--- src/rtl/wb_stage.sv ---
// rtl/wb_stage.sv - RV32I write-back stage: MEM/WB register, load extraction, result select, retire counter
module wb_stage (
    input  logic        clk,
    input  logic        rst,
    input  logic        stall,
    input  logic        flush,
    input  logic        mem_valid,
    input  logic        mem_rf_we,
    input  logic [4:0]  mem_rd,
    input  logic [1:0]  mem_wb_sel,
    input  logic [2:0]  mem_funct3,
    input  logic [31:0] mem_alu_res,
    input  logic [31:0] mem_rdata,
    input  logic [31:0] mem_pc,
    input  logic [31:0] mem_imm,
    output logic        rf_we,
    output logic [4:0]  rf_wa,
    output logic [31:0] rf_wd,
    output logic        wb_valid,
    output logic [31:0] wb_pc,
    output logic [31:0] retire_cnt
);

    logic        valid_q;
    logic        we_q;
    logic [4:0]  rd_q;
    logic [1:0]  sel_q;
    logic [2:0]  funct3_q;
    logic [31:0] alu_q;
    logic [31:0] rdata_q;
    logic [31:0] pc_q;
    logic [31:0] imm_q;
    logic        counted;
    logic [31:0] cnt_q;

    always_ff @(posedge clk) begin
        if (rst) begin
            valid_q  <= 1'b0;
            we_q     <= 1'b0;
            rd_q     <= 5'd0;
            sel_q    <= 2'b00;
            funct3_q <= 3'd0;
            alu_q    <= 32'd0;
            rdata_q  <= 32'd0;
            pc_q     <= 32'd0;
            imm_q    <= 32'd0;
            counted  <= 1'b0;
            cnt_q    <= 32'd0;
        end else begin
            // An instruction is counted on the first edge it sits in WB, whatever happens to it next
            if (valid_q && !counted) begin
                cnt_q <= cnt_q + 32'd1;
            end
            if (flush) begin
                valid_q <= 1'b0;
                we_q    <= 1'b0;
                counted <= 1'b0;
            end else if (stall) begin
                counted <= valid_q;
            end else begin
                valid_q  <= mem_valid;
                we_q     <= mem_rf_we;
                rd_q     <= mem_rd;
                sel_q    <= mem_wb_sel;
                funct3_q <= mem_funct3;
                alu_q    <= mem_alu_res;
                rdata_q  <= mem_rdata;
                pc_q     <= mem_pc;
                imm_q    <= mem_imm;
                counted  <= 1'b0;
            end
        end
    end

    logic [7:0]  load_byte;
    logic [15:0] load_half;
    logic [31:0] load_data;

    always_comb begin
        load_byte = 8'd0;
        case (alu_q[1:0])
            2'd0: load_byte = rdata_q[7:0];
            2'd1: load_byte = rdata_q[15:8];
            2'd2: load_byte = rdata_q[23:16];
            2'd3: load_byte = rdata_q[31:24];
            default: load_byte = 8'd0;
        endcase
        load_half = alu_q[1] ? rdata_q[31:16] : rdata_q[15:0];
        case (funct3_q)
            3'b000: load_data = {{24{load_byte[7]}}, load_byte};
            3'b001: load_data = {{16{load_half[15]}}, load_half};
            3'b100: load_data = {24'd0, load_byte};
            3'b101: load_data = {16'd0, load_half};
            default: load_data = rdata_q;
        endcase
    end

    always_comb begin
        rf_wd = 32'd0;
        case (sel_q)
            2'b00: rf_wd = alu_q;
            2'b01: rf_wd = load_data;
            2'b10: rf_wd = pc_q + 32'd4;
            2'b11: rf_wd = imm_q;
            default: rf_wd = 32'd0;
        endcase
    end

    assign rf_we      = valid_q & we_q & (rd_q != 5'd0);
    assign rf_wa      = rd_q;
    assign wb_valid   = valid_q;
    assign wb_pc      = pc_q;
    assign retire_cnt = cnt_q;

endmodule

--- config.mk ---
export PLATFORM = sky130hd
export DESIGN_NAME = wb_stage
export DESIGN_NICKNAME = d
export VERILOG_FILES = /design/src/rtl/wb_stage.sv
export SDC_FILE = /design/constraint.sdc
export NUM_CORES = 1
export LEC_CHECK = 0
export BUFFER_PORTS_ARGS = -buffer_cell sky130_fd_sc_hd__buf_2
export CELL_PAD_IN_SITES_DETAIL_PLACEMENT = 2
export CELL_PAD_IN_SITES_GLOBAL_PLACEMENT = 2
export CORE_MARGIN = 1
export CORE_UTILIZATION = 32
export CTS_BUF_LIST = sky130_fd_sc_hd__clkbuf_8
export CTS_CLUSTER_SIZE = 14
export DETAILED_ROUTE_END_ITERATION = 6
export PLACE_DENSITY_LB_ADDON = 0.25
export SLEW_MARGIN = 20
export SYNTH_ARGS = -nofsm -noshare
export SYNTH_HDL_FRONTEND = slang
export SYNTH_SLANG_ARGS = --single-unit
--- constraint.sdc ---
create_clock -name clk -period 3.5 [get_ports clk]
set_input_delay 0.525 -clock clk [delete_from_list [all_inputs] [get_ports clk]]
set_output_delay 0.525 -clock clk [all_outputs]
set_load 0.05 [all_outputs]
-- Word-level counts from Yosys, hierarchy flattened
Index checks and enable logic that the tools add are counted.
- mux-type cells: 4
- equality and inequality tests: 9
- add/sub/neg operators: 2
- reduce and logical (&&, ||, !) cells: 9
- bitwise gates (word level): 4
- operators by type and width (cell ; number):
    32-bit case mux with 4 select lines ; 2
    32-bit by 1-bit adder with 32-bit output, second input constant ; 1
    32-bit by 3-bit adder with 32-bit output, second input constant ; 1
    8-bit case mux with 4 select lines ; 1
    16-bit 2-to-1 mux ; 1
    2-bit equality test, second input constant ; 4
    3-bit equality test, second input constant ; 2
    5-bit nonzero test ; 1
    2-bit by 1-bit equality test with 1-bit output, second input constant ; 2
    2-bit zero test ; 2
    3-bit by 1-bit equality test with 1-bit output, second input constant ; 1
    3-bit zero test ; 1
    3-bit OR reduction ; 1
    1-bit bitwise AND ; 2
    1-bit NOT ; 2
    2-bit AND reduction ; 1
    2-bit OR reduction ; 1
    1-bit logical AND ; 1
    1-bit zero test ; 1
- logic and storage cells: 39
- register bits: 173
- output and inout bits: 103
- bits of input ports: 144

-- Depth between registers and ports, before layout
- word-level depth: 4
- gate-level depth with buffers: 6
- depth with buffers taken out: 6

-- Worst setup path before layout
OpenSTA, ideal clock, no wires.
- path type: flip-flop to output port
- from: reg pc_q[2], in the netlist wb_pc[2]
- to: out rf_wd[22]
- arrival time: 2.906 ns
- stages on the path, launching flop included: 7
- setup slack: 0.069 ns
- path buffers: 0
- path through: dfxtp_1 ha_1 nand4_1 nor3_1 nand4_1 xor2_1 o21ai_0
- word-level cells in the longest chain between the ends: 2
- RTL lines (element ; line ; source):
    start: declaration ; 31 ; logic [31:0] pc_q;
    start signal: assignment ; 68 ; pc_q <= mem_pc;
    32-bit by 3-bit adder with 32-bit output ; 103 ; 2'b10: rf_wd = pc_q + 32'd4;
    32-bit case mux with 4 select lines ; 100 ; case (sel_q)
    end: declaration ; 18 ; output logic [31:0] rf_wd,
Every way passes these cells.

-- Worst setup path after layout
- from: reg pc_q[3], in the netlist wb_pc[3]
- to: out rf_wd[10]
Same word-level chain as after synthesis.

==> results.md <==
* Number of flops mapped to enable cells by yosys at 0
* Worst setup slack after layout at 111.3 ps
* Post-synthesis share of cell area spent on xor and xnor gates at between 6 and 7%
* Cell row count at a little under 60
* Core ar. at between 0.02 and 0.03 mm^2
* Max-cap violation count at 0
* Post-synth top area share at between 40% and 50%
* Buffers & Inverters on Critical Path at 1
* Clk slew on worst S/H paths at 110 ps
* Clock buffers created by TritonCTS at 17
* Total power per unit cell area at 411.0 mW/mm^2
* Die width at 161.6 um
* Simple-gate share of the synthesized area at 26.54%
* Global route overflow at 0
* Growth of design area from synthesis to finish at 24.14%
* Most frequent standard cell in the layout excluding fill and tap cells: sky130_fd_sc_hd__nand2_1
* Prevailing post-synth register cell: sky130_fd_sc_hd__dfxtp_1
* Final antenna-violating net count at 0
* Library cell with the largest summed area after synthesis: sky130_fd_sc_hd__dfxtp_1
* Slowest stage cell, crit path: sky130_fd_sc_hd__a222oi_1
* Number of library cell types mapped by synthesis at 60
* Die Ht at 161.6 um
* Buffer depth of the longest clock path at 2
* Highest-count cells in the layout ignoring fill and taps: 322 x sky130_fd_sc_hd__nand2_1, 242 x sky130_fd_sc_hd__buf_2, 170 x sky130_fd_sc_hd__dfxtp_1
* Post-Synthesis Cell Area at slightly above 0.008 mm^2
* Synthesized netlist cell count at 1074
* Arr. time, crit path at 2860 ps
* Number of failing hold endpoints at the final stage at 0
* Fmax at 295.1 MHz
* Period utilization at 96.82%
* DP Area at 0.009717 mm^2
* CTS Root Cell: sky130_fd_sc_hd__clkbuf_8
* Tmin final at 3389 ps
* Tightest Pin Transition at 688.3 ps
* Final-report setup violation count at 0
* Global-route wire length before repair at ~50000 um
* Gpl congestion at 0.8482
* Final setup skew at 18.53 ps
* Filler Cells Inserted at approximately 3000
* HPWL after detailed placement at 24000 um
* Count of input and output buffers at 246
* Setup slack after placement at between 400 and 500 ps
* Syn_area_per_cell at 7.585 um^2
* Proportion of synthesized chip area in sequential cells at 42.51%
* Pin count of the biggest net entering global routing at 139
* TritonCTS clock tree: yes
* Post-detailed-routing wire length at 32360 um
* Unrepaired setup endpoints after global routing: no
* Area used by sequential logic in the layout at 0.003467 mm^2
* Clock sink count at 173
* DRC at 0
* Vias in the first global route at 8885
* Die Outline Area at ~0.026 mm^2
* Most area-consuming cells after synthesis: sky130_fd_sc_hd__dfxtp_1 43%, sky130_fd_sc_hd__nand2_1 15%, sky130_fd_sc_hd__a21oi_1 9.6%
* CTS Hold Bufs at 0
* Async SR Flop Fraction at 0%
* Crit. End Element: output pin
* Yosys synthesis warning count at 0
* Level count of the clock H-tree at 4
* CP max FO at 5
* Kind of critical path: flop to output pin
* Overall via count from detail_route at 8520
* Effective utilization at floorplan at 32.44%
* Average via count per standard cell at 5.217
* IR Drop Worst-Case VDD at 0.0001893 V
* Compound-Gate Fraction of Synth Area at a little under a fifth
* Number of max-slew violations in the final report at 0
* Status: complete, no violations
* Leakage component of the power at 4.096 nW
* Number of top-level design ports at 247
* Net count of the mapped netlist at 1220
* Clock latency at the later pin of the worst-skew pair at 480 ps
* Multiplexer fraction of the synthesized cell area at 2.503%
* Worst rel slew slack at a little over half
* Main combinational cell family by area after synthesis: simple AND/OR/NAND/NOR gates
* Min-Delay Path Class: primary input to flop
* Drt first pass iters at 4
* Adder-cell share of the synthesized area at less than 1%
* Cell breakdown of the critical path: ha_1 -> and4_2 -> nand4_1 -> xnor2_1 -> a222oi_1 -> o21ai_1 -> buf_12
* Slowest Stage Delay on Critical Path at 600 ps
* Area occupied by multi-input gates at roughly 0.0044 mm^2
* Final routed wire length divided by cell count at 19.82 um
* Finished Cell Area at approximately 0.010 mm^2
* Critical path's top delay family: compound AO/OA/AOI/OAI gates
* Startpoint types: flop
* Sum Neg Setup Slack at 0 ps
* Total Nets Final at between 1000 and 1500
* CP required at between 2000 and 3000 ps
* Flip-flop and latch count after synthesis at 173
* Initial antenna violation count at 10
* Tot GR Track Use at 24.76%
* Initial DRC Count at 339
* Fraction of layout cells with a size suffix above 1 at 24.90%
[cells by family after synthesis]
family                   after synthesis
flip-flops                           173
multiplexers                          17
AND/OR/NAND/NOR                      491
XOR/XNOR                              56
AO/OA/AOI/OAI                        253
buffers and inverters                 82
adder cells (fa/ha/maj)                2
[registers in the layout, indices dropped and copies added (netlist names)]
signal      flops
alu_q          32
imm_q          32
rdata_q        32
retire_cnt     32
wb_pc          32
rf_wa           5
funct3_q        3
sel_q           2
counted         1
wb_valid        1
we_q            1
[layer usage]
layer / global-route usage [%] / vias up / wire (um)
li1: - / 4097 / -
met3: 6.163 / 47 / 2046
met1: 30.06 / 4150 / 13730
met2: 42.73 / 218 / 15860
met5: 0 / - / 49
met4: 7.847 / 8 / 679
[cells in the mapped netlist (3+ instances only)]
cell type	n
sky130_fd_sc_hd__inv_1	10
sky130_fd_sc_hd__a222oi_1	3
sky130_fd_sc_hd__dfxtp_1	173
sky130_fd_sc_hd__o21ai_0	31
sky130_fd_sc_hd__buf_1	8
sky130_fd_sc_hd__a221o_1	9
sky130_fd_sc_hd__nand3_2	3
sky130_fd_sc_hd__and2_1	5
sky130_fd_sc_hd__xor2_1	33
sky130_fd_sc_hd__a22o_1	3
sky130_fd_sc_hd__mux2i_1	8
sky130_fd_sc_hd__o221ai_1	5
sky130_fd_sc_hd__and3_1	6
sky130_fd_sc_hd__nor2_1	70
sky130_fd_sc_hd__nand3_1	25
sky130_fd_sc_hd__nand2_1	322
sky130_fd_sc_hd__nand2b_1	3
sky130_fd_sc_hd__xnor2_1	23
sky130_fd_sc_hd__a211oi_1	3
sky130_fd_sc_hd__a21oi_1	156
sky130_fd_sc_hd__nor4_4	3
sky130_fd_sc_hd__a221oi_1	4
sky130_fd_sc_hd__nor4_1	3
sky130_fd_sc_hd__mux2_2	7
sky130_fd_sc_hd__a311oi_1	7
sky130_fd_sc_hd__and4_1	4
sky130_fd_sc_hd__o22ai_1	10
sky130_fd_sc_hd__a22oi_1	4
sky130_fd_sc_hd__nand4_1	20
sky130_fd_sc_hd__clkbuf_1	58
sky130_fd_sc_hd__nor2b_1	4
sky130_fd_sc_hd__a31oi_1	3
sky130_fd_sc_hd__nor3_1	11
[report_power, final]
| group | internal, mW | switching, mW | leakage (nW) | total [mW] |
|---|---|---|---|---|
| Clock | 0.532 | 0.814 | 0.178 | 1.35 |
| Sequential | 2.04 | 0.0787 | 1.41 | 2.12 |
| Combinational | 0.216 | 0.474 | 2.51 | 0.690 |
| Total | 2.79 | 1.37 | 4.10 | 4.16 |
[worst min-delay path, cell delays in order]
cell and delay, ps:
sky130_fd_sc_hd__buf_2 90, sky130_fd_sc_hd__nand2_1 50, sky130_fd_sc_hd__a21oi_1 50
[area by class of cell]
cell class | instances | area share (%)
antenna | 6 | 0.1485
clock inverter | 12 | 0.8660
timing repair buffer | 263 | 14.28
clock buffer | 19 | 2.586
sequential | 173 | 34.28
inverter | 11 | 0.4083
tap | 330 | 4.083
multi-input combinational | 819 | 43.35
[final timing paths]
| path | from | endpoint | slack, ps | cells past startpoint |
|---|---|---|---|---|
| worst min register to register | imm_q[12] | imm_q[12] | 460 | 2 |
| worst max-delay path | wb_pc[3] | rf_wd[10] | 110 | 7 |
| worst min-delay path | mem_rd[2] | rf_wa[2] | 270 | 3 |
| worst max register to register | retire_cnt[0] | retire_cnt[28] | 1480 | 6 |
[what timing repair did]
item | CTS | global route
resized for setup | 4 | 4
pin swaps | 2 | 2
setup buffers | 0 | 2
setup endpoints to repair | 2 | 8
[stage by stage]
step / std cells / hold slack (ps) / total power [mW] / util (%)
2_1_floorplan: 1074 / 431.2 / 2.579 / -
3_3_place_gp: 1594 / 441.5 / 2.845 / 38.70
3_5_place_dp: 1594 / 451.5 / 2.860 / 38.70
4_1_cts: 1625 / 250.3 / 4.204 / 40.12
5_1_grt: 1628 / 257.8 / 4.331 / 40.23
6_report: 1633 / 270.5 / 4.157 / 40.28
(Power assumes the default switching activity.)
